[src/rtl/fetch_sequencer.sv]
// Fetch-stage sequencer: steers PC/IF-ID enables for stalls, branch redirects, and halt.
// Optional performance counters are enabled by defining FETCH_SEQ_PERF_CNT_EN.
module fetch_sequencer #(
    parameter int unsigned FLUSH_CYCLES = 2
) (
    input  logic        Clock,
    input  logic        Reset_n,
    input  logic        HazardStall,
    input  logic        BranchTaken,
    input  logic [31:0] BranchTarget,
    input  logic        Halt,
    input  logic        Resume,
    output logic        PCSel,
    output logic [31:0] BranchPC,
    output logic        PCWrite,
    output logic        IFID_Write,
    output logic        IFID_Flush,
    output logic [1:0]  State,
    output logic [31:0] StallCount,
    output logic [31:0] FlushCount
);

    typedef enum logic [1:0] {
        RUN   = 2'd0,
        STALL = 2'd1,
        FLUSH = 2'd2,
        HALT  = 2'd3
    } state_t;

    localparam logic [2:0] FLUSH_LOAD = 3'(FLUSH_CYCLES);

    state_t     state;
    state_t     state_next;
    logic [2:0] bubbles;
    logic [2:0] bubbles_next;
    logic       redirect;

    always_ff @(posedge Clock or negedge Reset_n) begin
        if (!Reset_n) begin
            state    <= RUN;
            bubbles  <= '0;
            BranchPC <= '0;
        end else begin
            state   <= state_next;
            bubbles <= bubbles_next;
            if (redirect)
                BranchPC <= BranchTarget;
        end
    end

    always_comb begin
        state_next   = state;
        bubbles_next = bubbles;
        redirect     = 1'b0;
        PCSel        = 1'b0;
        PCWrite      = 1'b1;
        IFID_Write   = 1'b1;
        IFID_Flush   = 1'b0;

        case (state)
            RUN, STALL: begin
                if (BranchTaken) begin
                    redirect     = 1'b1;
                    state_next   = FLUSH;
                    bubbles_next = FLUSH_LOAD;
                end else if (Halt) begin
                    state_next = HALT;
                end else if (HazardStall) begin
                    PCWrite    = 1'b0;
                    IFID_Write = 1'b0;
                    state_next = STALL;
                end else begin
                    state_next = RUN;
                end
            end
            FLUSH: begin
                // Only the first bubble cycle loads the redirect target into the PC.
                IFID_Flush = 1'b1;
                if (bubbles == FLUSH_LOAD)
                    PCSel = 1'b1;
                else
                    PCWrite = 1'b0;
                if (BranchTaken) begin
                    redirect     = 1'b1;
                    bubbles_next = FLUSH_LOAD;
                end else if (bubbles <= 3'd1) begin
                    state_next   = RUN;
                    bubbles_next = '0;
                end else begin
                    bubbles_next = bubbles - 3'd1;
                end
            end
            HALT: begin
                PCWrite    = 1'b0;
                IFID_Flush = 1'b1;
                if (Resume)
                    state_next = RUN;
            end
            default: state_next = RUN;
        endcase

        // Reset overrides everything so the front end sees a frozen PC and NOPs.
        if (!Reset_n) begin
            PCWrite    = 1'b0;
            IFID_Write = 1'b0;
            IFID_Flush = 1'b1;
            PCSel      = 1'b0;
            redirect   = 1'b0;
        end
    end

    assign State = state;

`ifdef FETCH_SEQ_PERF_CNT_EN
    logic [31:0] stall_count;
    logic [31:0] flush_count;

    always_ff @(posedge Clock or negedge Reset_n) begin
        if (!Reset_n) begin
            stall_count <= '0;
            flush_count <= '0;
        end else begin
            if (!PCWrite && (stall_count != 32'hFFFF_FFFF))
                stall_count <= stall_count + 32'd1;
            if (redirect && (flush_count != 32'hFFFF_FFFF))
                flush_count <= flush_count + 32'd1;
        end
    end

    assign StallCount = stall_count;
    assign FlushCount = flush_count;
`else
    assign StallCount = '0;
    assign FlushCount = '0;
`endif

endmodule
[config.mk]
export PLATFORM = sky130hd
export DESIGN_NAME = fetch_sequencer
export DESIGN_NICKNAME = d
export VERILOG_FILES = /design/src/rtl/fetch_sequencer.sv
export SDC_FILE = /design/constraint.sdc
export NUM_CORES = 1
export LEC_CHECK = 0
export CAP_MARGIN = 10
export CELL_PAD_IN_SITES_DETAIL_PLACEMENT = 1
export CELL_PAD_IN_SITES_GLOBAL_PLACEMENT = 2
export CORE_UTILIZATION = 23
export CTS_CLUSTER_DIAMETER = 50
export DETAILED_ROUTE_END_ITERATION = 10
export PLACE_DENSITY_LB_ADDON = 0.1
export SYNTH_ARGS = -nofsm -noshare
export SYNTH_HDL_FRONTEND = slang
export SYNTH_SLANG_ARGS = --single-unit
[constraint.sdc]
create_clock -name Clock -period 3.95 [get_ports Clock]
set_clock_uncertainty 0.15 [all_clocks]
set_input_delay 0.395 -clock Clock [delete_from_list [all_inputs] [get_ports Clock]]
set_output_delay 0.395 -clock Clock [all_outputs]
set_load 0.005 [all_outputs]
==> reports/results.tsv, run 1 <==
stage	metric	value	unit
power_and_ir_drop	p_int	1.14	mW
clock_tree	cts_root_buf	clkbuf_8	
clock_tree	cts_buffers	5	
logic_synthesis	ys_top_cells_by_area	dfrtp_1 42%, buf_4 22%, mux2_4 20%, buf_12 2.7%, ha_1 1.7%	
worst_setup_path	worst_setup_path_end_kind	primary output	
worst_setup_path	worst-r2r-setup-slack	1.91	ns
routing	vias_per_cell	3.55	
routing	drt-wirelength-per-cell	12.4	um
worst_setup_path	crit_buf_inv	3	
placed_design	placed_area	2790	um2
clock_tree	htreeDepth	2	
die	die_h	99.8	um
timing	finalSetupViolCount	0	
power_and_ir_drop	seqPwrFrac	0.380	
layout	diodes	0	
placed_design	dp_slack	1.42	ns
power_and_ir_drop	p_comb_frac	0.398	
layout	nets	293	
worst_setup_path	path_cells	dlygate4sd3_1, buf_2, o41a_1, a21boi_0, clkdlybuf4s50_1	
die	die_w	99.8	um
timing	max-slew-margin-rel	0.567	
timing	hold_violations	0	
logic_synthesis	async_flop_share	1.00	
routing	drt_iter0_drc	26	
clock_tree	clk_pin_slew	0.07	ns
global_route	grt_max_degree	33	
placed_design	gp_congestion	0.658	
logic_synthesis	syn_inst	175	
logic_synthesis	synth_top_area_frac	0.421	
layout	drive_above_1_share	0.182	
routing	drc	0	
worst_setup_path	startpoint_type	primary input	
placed_design	dpl.hpwl	3420	um
clock_tree	clk-insertion-delay-late	0.29	ns
timing	period_needed	2.68	ns
logic_synthesis	yosysSeqAreaShare	0.421	
logic_synthesis	synth-edff-count	0	
power_and_ir_drop	powerDensity	537	nW/um2
clock_tree	cts.path.max_buffers	2	
placed_design	io_buffers	75	
clock_tree	post-cts-setup-buffer-count	0	
die	die_area	9960	um2
clock_tree	cts_tree	yes	
global_route	grt_pass1_wl	7290	um
timing	fmax	0.373	GHz
layout	fill_cells	1023	
global_route	overflow	0	
timing	setup_ws	1.27	ns
global_route	grt_pass1_vias	1287	
logic_synthesis	syn_area_per_cell	12.6	um2
outcome	status	complete, no violations	
logic_synthesis	synth.most_common_cell	buf_4	
power_and_ir_drop	peakVddDrop	128	uV
power_and_ir_drop	power.switching	0.432	mW
routing	drt-pass1-iter-count	4	
logic_synthesis	synthDistinctLibCells	31	
logic_synthesis	synth_top_area_cell	dfrtp_1	
layout	final_util	0.316	
worst_hold_path	hold_path_class	register to register	
power_and_ir_drop	leakage	1.33	nW
timing	hold_slack	0.360	ns
logic_synthesis	syn_area	2200	um2
global_route	antenna_found_initial	0	
timing	fin_tns_setup	0	ns
timing	slew_violations	0	
worst_setup_path	arrival	2.14	ns
layout	design_area	2920	um2
logic_synthesis	synthFlopType	dfrtp_1	
layout	syn2layout_area_growth	32.6	%
die	num_io_pins	140	
run	cap_violations	0	
worst_setup_path	crit_slowest_cell	dlygate4sd3_1	
worst_setup_path	crit_type	primary input to primary output	
worst_setup_path	crit_family	buffers and inverters	
timing	worstMarginPinSlew	0.649	ns
timing	rsz0062_at_grt	false	
timing	period_share	0.679	
logic_synthesis	ys_ff_latch	37	
power_and_ir_drop	switching_share	0.276	
routing	ant_nets	0	
logic_synthesis	yosysWarnings	0	
die	num_rows	35	
power_and_ir_drop	clockPowerShare	0.222	
routing	totalWireLength	4720	um
global_route	track_usage	0.0960	
worst_setup_path	cp.required	3.40	ns
logic_synthesis	synth_commonest_cells	64 x buf_4, 37 x dfrtp_1, 30 x mux2_4	
die	coreArea	9240	um2
die	start_util	0.238	
clock_tree	clock-sinks	37	
worst_setup_path	slowest_delay	0.55	ns
routing	vias	1358	
worst_setup_path	critPathMaxFanout	10	
-- cells by family (layout without fill, tap and decap cells) --
kind of cell               Yosys count  after routing  share of synthesized area
AOI/OAI and AO/OA                   10             10                     0.0318
adders and majority gates            3              3                     0.0171
buffers and inverters               73             88                      0.260
DFF                                 37             37                      0.421
muxes                               32             32                      0.215
other                                1             64                    0.00170
and+or+nand+nor                     19             19                     0.0540
-- state kept, by name, summed over array words and instances, names as in the netlist --
register and flops:
State 2, BranchPC 32, bubbles 3
-- routing by layer --
layer	routed length (um)	GRT usage
met1	2260	0.130
met2	1980	0.143
met3	414	0.0279
met4	68	0.0373
met5	0	0
-- final timing paths --
check	from	end	cells after the start
max in group asynchronous	Reset_n	BranchPC[7]$_DFFE_PN0P_	3
max reg2reg	State[1]$_DFFE_PN0P_	BranchPC[12]$_DFFE_PN0P_	3
max	Reset_n	PCWrite	5
min	BranchPC[4]$_DFFE_PN0P_	BranchPC[4]$_DFFE_PN0P_	1
min reg2reg	BranchPC[4]$_DFFE_PN0P_	BranchPC[4]$_DFFE_PN0P_	1
min in group asynchronous	Reset_n	State[1]$_DFFE_PN0P_	2
-- final cells by class --
type | instances | area [um2] | share of cell area
clock inverter | 1 | 30.0 | 0.0103
inverter | 3 | 11.3 | 0.00386
multi-input combinational | 128 | 940 | 0.322
sequential | 37 | 926 | 0.317
clock buffer | 7 | 86.3 | 0.0296
timing repair buffer | 77 | 763 | 0.262
tap | 129 | 161 | 0.0553
-- power by group through the flow --
stage          sequential [mW]  clock [mW]  combinational [mW]
2_1_floorplan            0.592           0               0.353
3_3_place_gp             0.603           0               0.638
3_5_place_dp             0.606           0               0.630
4_1_cts                  0.600       0.364               0.636
5_1_grt                  0.618       0.373               0.684
6_report                 0.596       0.347               0.624
-- layout by cell type, fill, tap and decap left out, types with 2 or more instances in the layout --
cell             netlist  layout
nand2b_1               2       2
conb_1                 1      64
ha_1                   3       3
dfrtp_1               37      37
inv_1                  3       3
clkdlybuf4s50_1        0      74
nand2_1                3       3
a21oi_1                3       3
clkbuf_8               0       6
mux2_4                30      30
nor3_1                 2       2
o21ai_0                2       2
nor2_1                 3       3
mux2_2                 2       2
-- metrics by stage --
| step | cells | power [mW] |
|---|---|---|
| floorplan | 238 | 0.945 |
| global placement | 373 | 1.24 |
| detailed placement | 373 | 1.24 |
| CTS | 382 | 1.60 |
| global route | 382 | 1.67 |
| finish | 382 | 1.57 |
-- what timing repair did --
action,in CTS,in global routing
resized for setup,0,0
hold buffers,1,0
endpoints found under the hold margin,5,0
Power figures use the tool's default switching activity.
==> inputs of run 2 (changes only) <==
--- a/config.mk
+++ b/config.mk
@@ -8,7 +8,7 @@
 export CAP_MARGIN = 10
 export CELL_PAD_IN_SITES_DETAIL_PLACEMENT = 1
 export CELL_PAD_IN_SITES_GLOBAL_PLACEMENT = 2
-export CORE_UTILIZATION = 23
+export CORE_UTILIZATION = 21
 export CTS_CLUSTER_DIAMETER = 50
 export DETAILED_ROUTE_END_ITERATION = 10
 export PLACE_DENSITY_LB_ADDON = 0.1
==> constraint.sdc (replaced) <==
create_clock -name Clock -period 2.81 [get_ports Clock]
set_clock_uncertainty 0.15 [all_clocks]
set_input_delay 0.281 -clock Clock [delete_from_list [all_inputs] [get_ports Clock]]
set_output_delay 0.281 -clock Clock [all_outputs]
set_load 0.005 [all_outputs]
==> reports/results.tsv, run 2 (synthesis results as in run 1) <==
stage	metric	value	unit
placed_design	dpl.hpwl	3530	um
timing	finalSetupViolCount	0	
global_route	grt_max_degree	29	
timing	period_needed	2.52	ns
clock_tree	cts.path.max_buffers	2	
clock_tree	clk-insertion-delay-late	0.28	ns
layout	diodes	0	
global_route	antenna_found_initial	0	
placed_design	gp_congestion	0.671	
global_route	overflow	0	
timing	hold_violations	0	
die	die_w	104	um
worst_setup_path	worst-r2r-setup-slack	0.87	ns
clock_tree	htreeDepth	2	
clock_tree	clock-sinks	37	
outcome	status	complete, no violations	
die	die_h	104	um
routing	totalWireLength	4880	um
clock_tree	post_cts.resized_instances	0	
layout	drive_above_1_share	0.191	
die	start_util	0.215	
worst_setup_path	setup.worst_path.start	Reset_n	
layout	layout_common_cells	74 x clkdlybuf4s50_1, 64 x conb_1, 37 x dfrtp_1, 30 x mux2_4, 6 x clkbuf_8	
layout	final_common_cell	clkdlybuf4s50_1	
die	coreArea	10200	um2
power_and_ir_drop	peakVddDrop	220	uV
worst_setup_path	arrival	2.09	ns
routing	drt-pass1-iter-count	3	
worst_setup_path	worst_r2r_endpoint	BranchPC[3]$_DFFE_PN0P_	
global_route	grt_pass1_wl	7610	um
timing	slew_violations	0	
routing	ant_nets	0	
run	cap_violations	0	
worst_setup_path	cp.required	2.38	ns
global_route	grt_pass1_vias	1384	
routing	vias	1342	
timing	fmax	0.397	GHz
die	die_area	10900	um2
die	num_rows	37	
worst_setup_path	reg2regPathDepth	4	
routing	vias_per_cell	3.42	
placed_design	io_buffers	75	
clock_tree	cts_buffers	5	
power_and_ir_drop	leakage	1.35	nW
clock_tree	cts_root_buf	clkbuf_8	
worst_setup_path	startpoint_type	primary input	
die	num_io_pins	140	
layout	largest_reg_flops	32	
routing	drc	0	
worst_setup_path	worst_setup_path_end_kind	primary output	
layout	top_register	BranchPC	
timing	fin_tns_setup	0	ns
worst_hold_path	hold_path_class	primary input to async pin	
worst_setup_path	r2r_start	State[1]$_DFFE_PN0P_	
clock_tree	cts_tree	yes	
worst_setup_path	crit_type	primary input to primary output	
routing	drt_iter0_drc	27	
timing	rsz0062_at_grt	false	
global_route	track_usage	0.0920	
worst_setup_path	critPathMaxFanout	14	
layout	nets	296	
clock_tree	clk_pin_slew	0.08	ns
layout	syn2layout_area_growth	34.6	%
layout	final_util	0.289	
power_and_ir_drop	powerDensity	747	nW/um2
timing	period_share	0.897	
routing	drt-wirelength-per-cell	12.4	um
==> run 2: cell count changes in the layout (fill, tap and decap cells not counted), sizes merged <==
cell  delta
buf      +3
==> run 2: power by group <==
part	switching [mW]	total [mW]	internal, mW	leakage (nW)
Sequential	0.132	0.839	0.708	0.434
Combinational	0.281	0.887	0.607	0.860
Clock	0.197	0.486	0.290	0.0585
==> run 2: stage by stage <==
stage	hold slack (ns)	area [um2]	worst slack (ns)	total power, mW	std cells
finish	0.292	2960	0.290	2.21	392
global route	0.323	2960	0.134	2.38	392
CTS	0.297	2960	0.231	2.27	392
detailed placement	0.0785	2840	0.568	1.75	383
global placement	0.0818	2840	0.565	1.76	383
floorplan	-0.165	2440	1.29	1.33	238
==> run 2: worst max path at each step <==
stage	end	slack, ns	cells after the start
2_1_floorplan	BranchPC[0]$_DFFE_PN0P_	1.29	5
3_3_place_gp	PCWrite	0.57	5
3_5_place_dp	PCWrite	0.57	5
4_1_cts	PCWrite	0.23	5
5_1_grt	PCWrite	0.13	5
6_report	PCWrite	0.29	5
==> run 2: routing by layer <==
layer / GRT usage / vias to the layer above / routed length [um]
li1: - / 610 / -
met1: 0.122 / 643 / 2330
met2: 0.139 / 84 / 2100
met3: 0.0332 / 5 / 406
met4: 0.0276 / 0 / 45
met5: 0 / - / 0
==> run 2: timing repair <==
item,CTS,global route
buffers inserted,0,0
endpoints found under the setup margin,0,0
hold buffers,1,0
hold endpoints to repair,9,0
==> run 2: area by class of cell <==
type	count	area [um2]
Clock buffer	7	86.3
Clock inverter	1	30.0
Fill cell	1167	7270
Inverter	3	11.3
Multi-Input combinational cell	128	940
Sequential cell	37	926
Tap cell	136	170
Timing Repair Buffer	80	798
==> run 2: critical path, stage by stage <==
cell	delay, ns
dlygate4sd3_1	0.52
buf_2	0.34
o41a_1	0.23
a21boi_0	0.18
clkdlybuf4s50_1	0.53
